## src/rtl/keypad_entry_display.sv

```systemverilog
// Qualifies the keypad decoder's key-present flag into one event per press, shifts accepted
// hex digits into a 4-digit entry register and multiplexes it onto a common-anode 4-digit SSD.
module keypad_entry_display #(
  parameter int unsigned DEBOUNCE_CYCLES = 1_000_000,
  parameter int unsigned RELEASE_CYCLES  = 500_000,
  parameter int unsigned REFRESH_CYCLES  = 100_000
) (
  input  logic        clk,
  input  logic        rst,
  input  logic [3:0]  key_code,
  input  logic        key_pressed,
  input  logic        clear,
  output logic        key_valid,
  output logic [3:0]  key_value,
  output logic [15:0] disp_value,
  output logic [2:0]  digit_count,
  output logic [3:0]  an,
  output logic [6:0]  seg
);

  localparam int unsigned DW = $clog2(DEBOUNCE_CYCLES + 1);
  localparam int unsigned RW = $clog2(RELEASE_CYCLES + 1);
  localparam int unsigned FW = $clog2(REFRESH_CYCLES + 1);

  typedef enum logic [1:0] {IDLE, PEND, HELD} state_t;

  state_t          state;
  logic [3:0]      cap;
  logic [DW-1:0]   cnt;
  logic [RW-1:0]   rel_cnt;
  logic [FW-1:0]   ref_cnt;
  logic [1:0]      idx;
  logic            held_c;
  logic            code_change_c;
  logic            accept_c;
  logic [3:0]      digit_c;

  // The flag is only high while the key's column is scanned; stretch it across scan gaps.
  assign held_c        = key_pressed | (rel_cnt != '0);
  assign code_change_c = key_pressed & (key_code != cap);
  assign accept_c      = (state == PEND) & ~code_change_c & held_c &
                         (cnt == DW'(DEBOUNCE_CYCLES - 1));
  assign digit_c       = disp_value[{idx, 2'b00} +: 4];

  function automatic logic [6:0] hex7(input logic [3:0] v);
    case (v)
      4'h0: hex7 = 7'b1000000;
      4'h1: hex7 = 7'b1111001;
      4'h2: hex7 = 7'b0100100;
      4'h3: hex7 = 7'b0110000;
      4'h4: hex7 = 7'b0011001;
      4'h5: hex7 = 7'b0010010;
      4'h6: hex7 = 7'b0000010;
      4'h7: hex7 = 7'b1111000;
      4'h8: hex7 = 7'b0000000;
      4'h9: hex7 = 7'b0010000;
      4'hA: hex7 = 7'b0001000;
      4'hB: hex7 = 7'b0000011;
      4'hC: hex7 = 7'b1000110;
      4'hD: hex7 = 7'b0100001;
      4'hE: hex7 = 7'b0000110;
      default: hex7 = 7'b0001110;
    endcase
  endfunction

  always_ff @(posedge clk or negedge rst) begin
    if (!rst) begin
      rel_cnt <= '0;
    end else if (key_pressed) begin
      rel_cnt <= RW'(RELEASE_CYCLES);
    end else if (rel_cnt != '0) begin
      rel_cnt <= rel_cnt - RW'(1);
    end
  end

  // Press qualifier: one accepted event per press, release required before the next.
  always_ff @(posedge clk or negedge rst) begin
    if (!rst) begin
      state     <= IDLE;
      cap       <= '0;
      cnt       <= '0;
      key_valid <= 1'b0;
      key_value <= '0;
    end else begin
      key_valid <= 1'b0;
      case (state)
        IDLE: begin
          if (key_pressed) begin
            state <= PEND;
            cap   <= key_code;
            cnt   <= '0;
          end
        end
        PEND: begin
          if (code_change_c) begin
            cap <= key_code;
            cnt <= '0;
          end else if (!held_c) begin
            state <= IDLE;
          end else if (accept_c) begin
            state     <= HELD;
            key_valid <= 1'b1;
            key_value <= cap;
          end else begin
            cnt <= cnt + DW'(1);
          end
        end
        HELD: begin
          if (!held_c) state <= IDLE;
        end
        default: state <= IDLE;
      endcase
    end
  end

  // Entry register; clear takes priority over a same-cycle accept.
  always_ff @(posedge clk or negedge rst) begin
    if (!rst) begin
      disp_value  <= '0;
      digit_count <= '0;
    end else if (clear) begin
      disp_value  <= '0;
      digit_count <= '0;
    end else if (accept_c) begin
      disp_value <= {disp_value[11:0], cap};
      if (digit_count != 3'd4) digit_count <= digit_count + 3'd1;
    end
  end

  // Digit multiplexer; digit 0 always lit so an empty entry shows "0".
  always_ff @(posedge clk or negedge rst) begin
    if (!rst) begin
      ref_cnt <= '0;
      idx     <= '0;
      an      <= 4'b1111;
      seg     <= 7'b1111111;
    end else begin
      if (ref_cnt == FW'(REFRESH_CYCLES - 1)) begin
        ref_cnt <= '0;
        idx     <= idx + 2'd1;
      end else begin
        ref_cnt <= ref_cnt + FW'(1);
      end
      if ((idx == 2'd0) || ({1'b0, idx} < digit_count)) begin
        an <= ~(4'b0001 << idx);
      end else begin
        an <= 4'b1111;
      end
      seg <= hex7(digit_c);
    end
  end

endmodule

```

## config.mk

```make
export PLATFORM = sky130hd
export DESIGN_NAME = keypad_entry_display
export DESIGN_NICKNAME = d
export VERILOG_FILES = /design/src/rtl/keypad_entry_display.sv
export SDC_FILE = /design/constraint.sdc
export NUM_CORES = 1
export LEC_CHECK = 0
export ABC_AREA = 1
export CORE_ASPECT_RATIO = 1.4
export CORE_UTILIZATION = 58
export DETAILED_ROUTE_END_ITERATION = 12
export DONT_BUFFER_PORTS = 1
export GPL_ROUTABILITY_DRIVEN = 0
export PLACE_DENSITY = 0.74
export SETUP_SLACK_MARGIN = 0.5
export SYNTH_ARGS = -nofsm -noshare
export SYNTH_HDL_FRONTEND = slang
export SYNTH_SLANG_ARGS = --single-unit
```

## constraint.sdc

```tcl
create_clock -name clk -period 5.1 [get_ports clk]
set_input_delay 1.275 -clock clk [delete_from_list [all_inputs] [get_ports clk]]
set_output_delay 1.275 -clock clk [all_outputs]
set_load 0.01 [all_outputs]
```

# Yosys cells after proc, flatten, opt, wreduce, memory -nomap -nowiden
# Memories as Yosys holds them, arrays and structs flattened. A register that Yosys moved wholly into a read port is not among the register bits.
# Cells that the tools add are included.
[totals] ramBits=0 memories=1 romBits=112 inputBits=8 register_bits=92 latch_bits=0
[mem_list] memory="(no name shown)" words=16 width=7 read_ports=1 rd_clocked_by_memory_dff=1 write_ports=0 line_no="46" text="case (v)"
[op_classes] muxes=27 eq_ne=13 mul=0 div=0 reduce_logical=14 order_cmp=1 addsub=5 n_shift=2 n_bitwise=7
[ops] operator="$mux 20" n=4
[ops] operator="$pmux 20 s2" n=1
[ops] operator="$mux 19" n=2
[ops] operator="$mux 16" n=2
[ops] operator="$add 20x1->20 const B" n=1
[ops] operator="$eq 20x20->1 const B" n=1
[ops] operator="$reduce_bool 19->1" n=1
[ops] operator="$sub 19x1->19 const B" n=1
[ops] operator="$add 17x1->17 const B" n=1
[ops] operator="$eq 17x17->1 const B" n=1
[ops] operator="$mux 17" n=1
[ops] operator="$shiftx 16x5->4" n=1
[ops] operator="$mux 4" n=3
[ops] operator="$ne 3x3->1 const B" n=4
[ops] operator="$reduce_and 4->1" n=3
[ops] operator="$mux 2" n=5
[ops] operator="$mux 3" n=3
[ops] operator="$ne 2x2->1 const B" n=4
[ops] operator="$pmux 4 s2" n=1
[ops] operator="$reduce_bool 2->1" n=4
[ops] operator="$pmux 2 s3" n=1
[ops] operator="$and 1x1->1" n=4
[ops] operator="$logic_not 2->1" n=2
[ops] operator="$mux 1" n=4
[ops] operator="other kinds (14)" n=14

# Logic depth before layout (Yosys ltp)
[logic_depth] ltp_word=10 mapped_depth=12

# Worst setup path after synthesis
# No wires, ideal clock.
[synth_path] kind="input-to-reg" start="input key_pressed" end="register cnt[12]" path_slack_ns=2.647 arrival_ns=2.335 cell_stages=10 path_cell_list="clkbuf_2 > inv_2 > nand4_1 > nand2_1 > inv_1 > nand2_2 > nand2_4 > buf_6 > nand2_1 > o21ai_2"
[synth_between] elab_chain_cells=7 word_cells_on_any_way=12
[synth_lines] element="start: declaration" line_no="11" text="input logic key_pressed,"
[synth_lines] element="$and 1x1->1" line_no="40" text="assign code_change_c = key_pressed & (key_code != cap);"
[synth_lines] element="$not 1->1 (no source line)"
[synth_lines] element="$and 1x1->1 (3 in series)" line_no="41" text="assign accept_c = (state == PEND) & ~code_change_c & held_c &"
[synth_lines] element="$ne 3x3->1 (no source line)"
[synth_lines] element="$reduce_and 4->1 (no source line)"
[synth_lines] element="end signal: assignment" line_no="105" text="cnt <= cnt + DW'(1);"
[synth_lines] element="end: declaration" line_no="29" text="logic [DW-1:0] cnt;"
# Several ways; a longest one is shown, not always the timed one.
# A chain may end at the register's enable or synchronous reset.

# Final worst setup path
[layout_path] start="input key_code[3]" end="register cnt[1]"
[layout_between] elab_chain_cells=8 word_cells_on_any_way=11
[layout_lines] element="start: declaration" line_no="10" text="input logic [3:0] key_code,"
[layout_lines] element="$ne 4x4->1 *" line_no="40"
[layout_lines] element="$and 1x1->1 *" line_no="40"
[layout_lines] element="$not 1->1 (no source line)"
[layout_lines] element="$and 1x1->1 (3 in series)" line_no="41"
[layout_lines] element="$ne 3x3->1 (no source line)"
[layout_lines] element="$reduce_and 4->1 (no source line)"
# Mark *: on every way between the ends. The rest lies on a longest branch, timed or not.

==> impl_metrics.csv <==
group,metric,value,unit
outcome,outcome,"finished, final reports clean",
worst_setup_path,cp_common_cell,"nand2_1",
clock_network,postCtsHoldBufs,0,
sta,hold_viol,0,
route,dr.pass1.iters,7,
route,drt_wl_total,11.92,mm
sta,finalCritPeriodShare,54.15,%
global_route,grt_max_degree,100,
global_route,antenna_found_initial,0,
sta,period_needed,2.762,ns
hold_path,hold_path.class,"register to register",
sta,rsz0062_at_grt,"no",
yosys,synth_area,0.005660,sq mm
placed_design,io_buffers,0,
pwr,p_switching,0.5721,mW
yosys,synth_common_cells,"208 x nand2_1, 100 x inv_1, 90 x nor2_1",
clock_network,clock-sinks,99,
worst_setup_path,start_kind,"input port",
floorplanning,die_h,118.9,microns
worst_setup_path,cp_cell_sequence,"inv_1 -> nand2_1 -> nand2_1 -> nor2_1 -> nand2_1 -> nand2_1 -> nand2_2 -> nand2_2 -> nand2_4 -> inv_1 -> nand2_1 -> nand2_1",
pwr,seq_power_share,45.4,%
floorplanning,dieWidth,85.49,microns
pwr,powerDensity,316.0,mW/mm^2
route,wl_per_cell,13.81,microns
yosys,yosysMostFrequentCell,"nand2_1",
sta,relSlewSlack,62.99,%
clock_network,cts_max_level,3,
layout,multi_input_area,0.002696,sq mm
worst_setup_path,cp_max_fo,37,
worst_setup_path,crit_type,"input port to register",
worst_setup_path,max_stage_delay,0.36,ns
yosys,ys_ff_latch,99,
global_route,grt_pass1_vias,4746,
sta,skew,0.006921,ns
yosys,synth_edf_count,0,
worst_setup_path,worstPathArrival,3.00,ns
yosys,synth_area_leaders,"dfrtp_1 39%, nand2_1 14%, inv_1 6.6%, nor2_1 6.0%, dfstp_2 5.1%",
clock_network,clkTransAtPathRegs,0.07,ns
pwr,p_int,1.337,mW
yosys,yosys.area.top_type,"dfrtp_1",
layout,drive_gt1_share,7.171,%
yosys,yosysWarningCount,0,
global_route,grtUsageTotal,25.62,%
yosys,synth_area_per_cell,7.567,sq um
yosys,yosysSeqAreaShare,44.01,%
worst_setup_path,slowest_stage,"nand2_4",
floorplanning,die_area,0.01016,sq mm
yosys,synth_nets,773,
global_route,grt_first_pass_wirelength,20.90,mm
pwr,comb_power_share,15.7,%
sta,timing.fmax,362.1,MHz
sta,setup_tns,0,ns
job,drv_cap,0,
sta,setup_violations,0,
route,antenna_left,0,
layout,seq_area,0.002491,sq mm
clock_network,clk-insertion-delay-late,0.35,ns
pwr,sw_frac_of_total,29.96,%
route,drcViolationCount,0,
yosys,synthFlopType,"dfrtp_1",
pwr,total_power,1.909,mW
yosys,synth_cells,748,
floorplanning,placementRows,42,
clock_network,cts_tree,"yes",
clock_network,cts_buffers,9,
route,drtIter0Drc,279,
route,viasPerCell,5.574,
layout,nets,773,
yosys,synth.top_cell.area_share,38.90,%
layout,synthToLayoutAreaGrowth,6.742,%
floorplanning,ios,43,
worst_setup_path,required,5.34,ns
worst_setup_path,end_kind,"register",
placed_design,hpwl,8.470,mm
pwr,peakVddDrop,199.1,uV
sta,final_max_slew_viol_count,0,
route,vias,4810,
layout,num_antenna_cells,0,
layout,fill_cells,805,
clock_network,postCtsSetupBuffers,0,
sta,worstMarginPinSlew,0.5518,ns
yosys,synth_cell_types,39,
clock_network,root_buffer,"clkbuf_16",
pwr,p_leak,2.918,nW
clock_network,clockBufferDepth,2,
clock_network,cts_resized,0,
pwr,p_clk_share,38.9,%
floorplanning,core-area,0.009459,sq mm
global_route,grt_remaining_overflow,0,
yosys,async_flop_share,100.0,%
floorplanning,initial_core_util,59.84,%
[logic make-up (layout without fill, tap and decap cells)]
logic type	Yosys count	count (layout)	synth area share [%]
xor+xnor	23	23	3.559
compound gates	81	81	8.577
fa+ha+maj	17	17	3.758
flops	99	99	44.01
buf+inv	115	120	8.355
simple gates	413	413	31.74
[flip-flops by register name, summed over array words and instances (netlist names)]
name / cells
key_valid: 1
cap: 4
an: 4
digit_count: 3
seg: 7
cnt: 20
key_value: 4
rel_cnt: 19
ref_cnt: 17
idx: 2
disp_value: 16
state: 2
[worst max-delay path: cells and delay by family]
kind / cells / cell delay, ns
buffers and inverters: 2 / 0.24
AND/OR/NAND/NOR: 10 / 1.46
[cells in the final DEF (no fill, tap or decap), types with 2 or more instances in the layout]
master / n
nand2_2: 3
o21ai_2: 14
inv_2: 2
nor2_2: 2
bufinv_16: 2
clkinv_1: 2
nor2_1: 90
o21ai_0: 35
dfstp_2: 11
nor2_8: 2
clkbuf_16: 9
o31ai_1: 3
xnor2_1: 2
a21oi_1: 16
nor3_1: 24
clkinvlp_4: 2
o21ai_1: 5
nor4_1: 4
a31oi_1: 2
nand2_1: 208
ha_1: 17
inv_1: 100
nand3_1: 53
nand2_4: 2
xor2_1: 21
dfrtp_1: 88
nand4_1: 20
[power by group through the flow]
| stage | sequential, mW | clock [mW] | combinational [mW] |
|---|---|---|---|
| after detailed placement | 0.880 | 0 | 0.298 |
| final | 0.866 | 0.742 | 0.301 |
| after global placement | 0.877 | 0 | 0.284 |
| after CTS | 0.866 | 0.757 | 0.301 |
| after global routing | 0.872 | 0.785 | 0.339 |
| after floorplan | 0.868 | 0 | 0.274 |
[worst paths after layout]
path	endpoint	slack, ns	cells after the start	from
max in group asynchronous	seg[0]	4.25	0	rst
min	ref_cnt[0]	0.45	1	ref_cnt[0]
min reg2reg	ref_cnt[0]	0.45	1	ref_cnt[0]
max reg2reg	seg[0]	2.64	9	idx[0]
max	cnt[1]	2.34	12	key_code[3]
min in group asynchronous	ref_cnt[13]	0.62	0	rst
[final cells by class]
cell class | count | share of cell area, %
Clock inverter | 5 | 1.387
Clock buffer | 11 | 4.017
Sequential cell | 99 | 41.23
Multi-Input combinational cell | 534 | 44.63
Tap cell | 110 | 2.278
Inverter | 104 | 6.461
[metrics by stage]
step | setup WS, ns | instances | cell area, sq um | hold slack [ns] | utilization (%)
2_1_floorplan | 2.647 | 748 | 5660 | 0.4321 | -
3_5_place_dp | 1.991 | 847 | 5715 | 0.4500 | 60.42
3_3_place_gp | 2.077 | 847 | 5715 | 0.4458 | 60.42
6_report | 2.338 | 863 | 6042 | 0.4539 | 63.88
4_1_cts | 2.349 | 863 | 6042 | 0.4589 | 63.88
5_1_grt | 2.104 | 863 | 6042 | 0.4829 | 63.88
[routing by layer]
layer	share of wire [%]	up-vias	routed length [microns]	GRT usage, %
met3	4.1	19	494	5.544
met5	0	-	0	0
li1	-	2385	-	-
met4	1.9	0	222	9.896
met1	40	2284	4825	29.62
met2	54	122	6378	45.70
No activity file was read; power rests on OpenSTA's default activity.
